## src/rtl/memory_access_stage_pkg.sv

```systemverilog
// rtl/memory_access_stage_pkg.sv - shared widths, watchdog limit, FSM encoding and load helper
package memory_access_stage_pkg;

   localparam int WORD_WIDTH           = 32;
   localparam int REGISTER_INDEX_WIDTH = 5;
   localparam int TIMEOUT_CYCLES       = 64;

   typedef enum logic {
      ST_IDLE   = 1'b0,
      ST_ACCESS = 1'b1
   } mem_state_t;

   // Byte loads return the low byte zero-extended; word loads pass through.
   function automatic logic [WORD_WIDTH-1:0] load_extract(
      input logic                  byte_op,
      input logic [WORD_WIDTH-1:0] rdata
   );
      return byte_op ? {{(WORD_WIDTH-8){1'b0}}, rdata[7:0]} : rdata;
   endfunction

endpackage

```

## src/rtl/mem_watchdog_counter.sv

```systemverilog
// rtl/mem_watchdog_counter.sv - counts access cycles, flags the last permitted cycle
module mem_watchdog_counter #(
   parameter int LIMIT = 64
) (
   input  logic clk,
   input  logic rst,
   input  logic clear,
   input  logic enable,
   output logic expired
);

   localparam int CW = $clog2(LIMIT + 1);

   logic [CW-1:0] count;

   // expired is high during the LIMIT-th enabled cycle so the owner can abort at its end.
   assign expired = (count == CW'(LIMIT - 1));

   always_ff @(posedge clk or posedge rst) begin
      if (rst) begin
         count <= '0;
      end else if (clear) begin
         count <= '0;
      end else if (enable && !expired) begin
         count <= count + 1'b1;
      end
   end

endmodule

```

## src/rtl/memory_access_stage.sv

```systemverilog
// rtl/memory_access_stage.sv - pipeline MEM stage: data-cache handshake, fault checks, MEM/WB outputs
module memory_access_stage
   import memory_access_stage_pkg::*;
(
   input  logic                            clk,
   input  logic                            rst,
   input  logic                            valid_in,
   input  logic [WORD_WIDTH-1:0]           instruction_in,
   input  logic [WORD_WIDTH-1:0]           alu_result_in,
   input  logic [WORD_WIDTH-1:0]           store_data_in,
   input  logic                            cu_mem_read_in,
   input  logic                            cu_mem_write_in,
   input  logic                            cu_mem_to_reg_in,
   input  logic                            cu_reg_write_in,
   input  logic                            cu_byte_op_in,
   input  logic [REGISTER_INDEX_WIDTH-1:0] destination_register_in,
   output logic                            dcache_req_out,
   output logic                            dcache_we_out,
   output logic                            dcache_byte_out,
   output logic [WORD_WIDTH-1:0]           dcache_addr_out,
   output logic [WORD_WIDTH-1:0]           dcache_wdata_out,
   input  logic                            dcache_op_done_in,
   input  logic [WORD_WIDTH-1:0]           dcache_rdata_in,
   output logic                            valid_out,
   output logic                            cu_mem_to_reg_out,
   output logic                            cu_reg_write_out,
   output logic                            dcache_op_done_out,
   output logic [WORD_WIDTH-1:0]           instruction_out,
   output logic [WORD_WIDTH-1:0]           dst_reg_data_out,
   output logic [REGISTER_INDEX_WIDTH-1:0] destination_register_out,
   output logic                            stall_out,
   output logic                            mem_error_out
);

   mem_state_t                      state;
   logic                            mem_op;
   logic                            fault;
   logic                            expired;
   logic [WORD_WIDTH-1:0]           lat_instr;
   logic [REGISTER_INDEX_WIDTH-1:0] lat_rd;
   logic                            lat_mem_to_reg;
   logic                            lat_reg_write;

   assign mem_op = cu_mem_read_in | cu_mem_write_in;
   assign fault  = (cu_mem_read_in & cu_mem_write_in) |
                   (!cu_byte_op_in && (alu_result_in[1:0] != 2'b00));

   // Faulting ops retire in one cycle, so they never freeze upstream.
   always_comb begin
      stall_out = 1'b0;
      if (!rst) begin
         if (state == ST_IDLE)
            stall_out = valid_in & mem_op & !fault;
         else
            stall_out = !dcache_op_done_in;
      end
   end

   mem_watchdog_counter #(
      .LIMIT(TIMEOUT_CYCLES)
   ) u_watchdog (
      .clk    (clk),
      .rst    (rst),
      .clear  (state == ST_IDLE),
      .enable (state == ST_ACCESS),
      .expired(expired)
   );

   always_ff @(posedge clk or posedge rst) begin
      if (rst) begin
         state                    <= ST_IDLE;
         dcache_req_out           <= 1'b0;
         dcache_we_out            <= 1'b0;
         dcache_byte_out          <= 1'b0;
         dcache_addr_out          <= '0;
         dcache_wdata_out         <= '0;
         valid_out                <= 1'b0;
         cu_mem_to_reg_out        <= 1'b0;
         cu_reg_write_out         <= 1'b0;
         dcache_op_done_out       <= 1'b0;
         instruction_out          <= '0;
         dst_reg_data_out         <= '0;
         destination_register_out <= '0;
         mem_error_out            <= 1'b0;
         lat_instr                <= '0;
         lat_rd                   <= '0;
         lat_mem_to_reg           <= 1'b0;
         lat_reg_write            <= 1'b0;
      end else begin
         valid_out          <= 1'b0;
         dcache_op_done_out <= 1'b0;
         if (state == ST_IDLE) begin
            if (valid_in) begin
               if (!mem_op) begin
                  valid_out                <= 1'b1;
                  dst_reg_data_out         <= alu_result_in;
                  cu_mem_to_reg_out        <= cu_mem_to_reg_in;
                  cu_reg_write_out         <= cu_reg_write_in;
                  destination_register_out <= destination_register_in;
                  instruction_out          <= instruction_in;
               end else if (fault) begin
                  valid_out                <= 1'b1;
                  mem_error_out            <= 1'b1;
                  dst_reg_data_out         <= alu_result_in;
                  cu_mem_to_reg_out        <= 1'b0;
                  cu_reg_write_out         <= 1'b0;
                  destination_register_out <= destination_register_in;
                  instruction_out          <= instruction_in;
               end else begin
                  state            <= ST_ACCESS;
                  dcache_req_out   <= 1'b1;
                  dcache_we_out    <= cu_mem_write_in;
                  dcache_byte_out  <= cu_byte_op_in;
                  dcache_addr_out  <= alu_result_in;
                  dcache_wdata_out <= store_data_in;
                  lat_instr        <= instruction_in;
                  lat_rd           <= destination_register_in;
                  lat_mem_to_reg   <= cu_mem_to_reg_in;
                  lat_reg_write    <= cu_reg_write_in;
               end
            end
         end else begin
            // A done arriving on the watchdog's last cycle still wins.
            if (dcache_op_done_in) begin
               state                    <= ST_IDLE;
               dcache_req_out           <= 1'b0;
               valid_out                <= 1'b1;
               dcache_op_done_out       <= 1'b1;
               instruction_out          <= lat_instr;
               destination_register_out <= lat_rd;
               cu_mem_to_reg_out        <= lat_mem_to_reg;
               cu_reg_write_out         <= lat_reg_write & !dcache_we_out;
               dst_reg_data_out         <= dcache_we_out ? dcache_addr_out
                                           : load_extract(dcache_byte_out, dcache_rdata_in);
            end else if (expired) begin
               state                    <= ST_IDLE;
               dcache_req_out           <= 1'b0;
               mem_error_out            <= 1'b1;
               valid_out                <= 1'b1;
               instruction_out          <= lat_instr;
               destination_register_out <= lat_rd;
               cu_mem_to_reg_out        <= 1'b0;
               cu_reg_write_out         <= 1'b0;
               dst_reg_data_out         <= dcache_addr_out;
            end
         end
      end
   end

endmodule

```

## config.mk

```make
export PLATFORM = sky130hd
export DESIGN_NAME = memory_access_stage
export DESIGN_NICKNAME = d
export VERILOG_FILES = /design/src/rtl/memory_access_stage_pkg.sv /design/src/rtl/mem_watchdog_counter.sv /design/src/rtl/memory_access_stage.sv
export SDC_FILE = /design/constraint.sdc
export NUM_CORES = 1
export LEC_CHECK = 0
export ABC_AREA = 1
export BUFFER_PORTS_ARGS = -buffer_cell sky130_fd_sc_hd__buf_2
export CAP_MARGIN = 20
export CORE_MARGIN = 1.5
export CORE_UTILIZATION = 54
export CTS_BUF_LIST = sky130_fd_sc_hd__clkbuf_16
export DETAILED_ROUTE_END_ITERATION = 7
export PLACE_DENSITY = 0.95
export SLEW_MARGIN = 20
export SYNTH_ARGS = -nofsm -noshare
export SYNTH_HDL_FRONTEND = slang
export SYNTH_SLANG_ARGS = --single-unit
```

## constraint.sdc

```tcl
create_clock -name clk -period 8.95 [get_ports clk]
set_input_delay 0.895 -clock clk [delete_from_list [all_inputs] [get_ports clk]]
set_output_delay 0.895 -clock clk [all_outputs]
set_load 0.01 [all_outputs]
```

==> metrics.md <==
| Metric | Value |
|---|---|
| Worst setup path class | reg2out |
| Overall routing resource usage | 28.9% |
| ANT nets after route | 0 |
| First-pass GRT wire length | 36900 um |
| M3 GR Usage | 7.12% |
| # DRC | 0 |
| XOR/XNOR Fraction of Synth Area | 0.105% |
| Post-synthesis mux area share | 0% |
| Hold_buf cts | 0 |
| Status | complete, no violations |
| Max-Cap Viols | 0 |
| Vias in the first global route | 7566 |
| Via/cell ratio | 5.29 |
| Worst Hold Margin | 0.466 ns |
| Worst-skew pair later-pin latency | 0.42 ns |
| Post-CTS Setup Bufs | 0 |
| Met1 usage | 36.2% |
| I/O Pins | 284 |
| Layout cells sized above 1 | 26.0% |
| Adder-cell share of the synthesized area | 0.150% |
| Fin. Hold Viols | 0 |
| IO buf count | 283 |
| Dpl hpwl | 15000 um |
| Largest family of logic cells by synthesized area | simple AND/OR/NAND/NOR gates |
| Core Util, Final | 68.1% |
| Final setup TNS | 0 ns |
| Hold Path Class | reg2reg |
| Maximum VDD drop | 0.129 mV |
| Post-layout nets | 1438 |
| Ys Warns | 0 |
| Max-slew violations | 0 |
| Final Cycle Share | 40.3% |
| WL final | 22900 um |
| Clock skew | 0.00831 ns |
| Met2 Use GR | 47.4% |
| Post-Syn Area | 0.00836 sq mm |
| Starting DRT DRC Count | 666 |
| PwrDens | 250 mW/mm^2 |
| Asr flop ratio synth | 100% |
| Number of gates resized after cts | 0 |
| Gr ovfl total | 0 |
| Crit start category | flip-flop |
| Syn_nets | 1189 |
| Die H | 127 um |
| Least-Margin Pin Slew | 1.06 ns |
| Initial antenna violation count | 1 |
| Htree depth | 4 |
| Core area | 0.0151 sq mm |
| CTS root buf | clkbuf_16 |
| # setup viols final | 0 |
| CTS buffer count | 17 |
| Critical Path AT | 2.71 ns |
| Die X | 127 um |
| Post-DR wirelength/cell | 15.3 um |
| Simple-Gate Fraction of Synth Area | 27.1% |
| CTS tree | done |
| Pleak | 0.00580 uW |
| Fillcell total | 1157 |
| Synthesis-to-finish area growth | 23.4% |
| Pre-antenna DRT Iters | 5 |
| Clock tree buffer depth | 2 |
| Top_reg_cell synth | dfrtp_1 |
| Largest net degree at the start of global routing | 110 |
| Clk slew on worst S/H paths | 0.06 ns |
| Vias after detailed routing | 7919 |
| Die ar. | 0.0162 sq mm |
| CP required | 8.06 ns |
| Post-Syn Instances | 1046 |
| EDFF count, synth | 0 |
| Floorplan row count | 45 |
| Max-slew headroom | 29.7% |
| Worst reg2reg setup slack | 5.54 ns |
| #FFs+latches synth | 188 |
| Post-synthesis sequential area ratio | 56.3% |
| Syn Area/Cell | 8.00 sq um |
| CTS sink cnt | 188 |
| GP Congestion | 0.855 |
| Top Usage Layer GRT | met2 |
| Worst setup EP type | output pin |
| Initial core utilization | 55.2% |
| Synth Area in Compound Gates | 9.95% |
| Max Freq | 0.277 GHz |
| Crit path max fanout | 57 |
| Library cells used by synthesis | 26 |
| RSZ-0062 raised after global routing | false |
| Final Critical Period | 3.61 ns |
[cell type report]
class,instances,area [sq um],share of cell area [%]
Clock buffer,17,425,4.12
Tap cell,188,235,2.28
Multi-Input combinational cell,740,3130,30.3
Sequential cell,188,4710,45.6
Antenna cell,1,2.50,0.0243
Clock inverter,14,97.6,0.946
Inverter,57,221,2.15
Timing Repair Buffer,291,1500,14.5
[per-stage QoR]
| step | total power (uW) | setup slack [ns] | cells | cell area (sq um) |
|---|---|---|---|---|
| 6_report | 2580 | 5.34 | 1496 | 10300 |
| 5_1_grt | 2740 | 5.19 | 1495 | 10300 |
| 4_1_cts | 2590 | 5.31 | 1495 | 10300 |
| 3_5_place_dp | 1910 | 5.55 | 1464 | 9790 |
| 3_3_place_gp | 1870 | 5.59 | 1463 | 9760 |
| 2_1_floorplan | 1600 | 2.94 | 1046 | 8360 |
[synthesized netlist by cell type, types with 4 or more instances]
library cell	n	area (sq um)
nand2_1	492	1850
dfrtp_1	188	4700
o21ai_0	89	445
a21oi_1	65	325
inv_1	56	210
nor2_1	37	139
nand3_1	31	155
buf_2	28	140
clkbuf_1	23	86.3
buf_6	7	78.8
nand2_2	6	37.5
nor2_2	4	25.0
[worst max-delay path, cell delays in order, from the launching register on]
cell,delay (ns)
dfrtp_4,0.75
buf_4,0.63
inv_2,0.07
nor2_1,0.48
nor2_1,0.11
nor2_1,0.11
buf_2,0.13
[cell usage in the layout, fill, tap and decap left out, drive strengths merged]
cell | synthesis | final
diode | 0 | 1
nand4 | 1 | 1
o21ai | 92 | 92
buf | 38 | 291
inv | 57 | 60
xnor2 | 1 | 1
nand2 | 498 | 498
dfrtp | 188 | 188
o21bai | 2 | 2
and3 | 1 | 1
clkbuf | 23 | 17
nor2 | 43 | 43
clkinv | 0 | 8
ha | 1 | 1
a31oi | 3 | 3
clkinvlp | 0 | 3
nand3 | 32 | 32
a21oi | 66 | 66
[final timing paths]
kind                                          start                   to  depth (start not counted)
min in group asynchronous                       rst  dcache_addr_out[13]                          2
worst max-delay path                          state            stall_out                          6
worst max register to register                state  instruction_out[23]                          8
max in group asynchronous                       rst  dst_reg_data_out[8]                          3
worst min-delay path            instruction_out[25]  instruction_out[25]                          2
worst min register to register  instruction_out[25]  instruction_out[25]                          2
[logic make-up after synthesis]
logic type,count (synthesis)
simple gates,575
flops,188
buf+inv,118
compound gates,163
xor+xnor,1
fa+ha+maj,1
[report_power, final]
group          internal (uW)  leakage [uW]  switching [uW]  total (uW)
clock network            354      0.000251             324         678
logic                    266       0.00321             440         706
registers               1060       0.00234             136        1200
[routing by layer]
layer	share of wire, %	vias to the layer above
met5	0	-
met4	3.3	0
met3	9.6	70
met2	48	430
met1	39	3668
li1	-	3751
(Power assumes the default switching activity.)
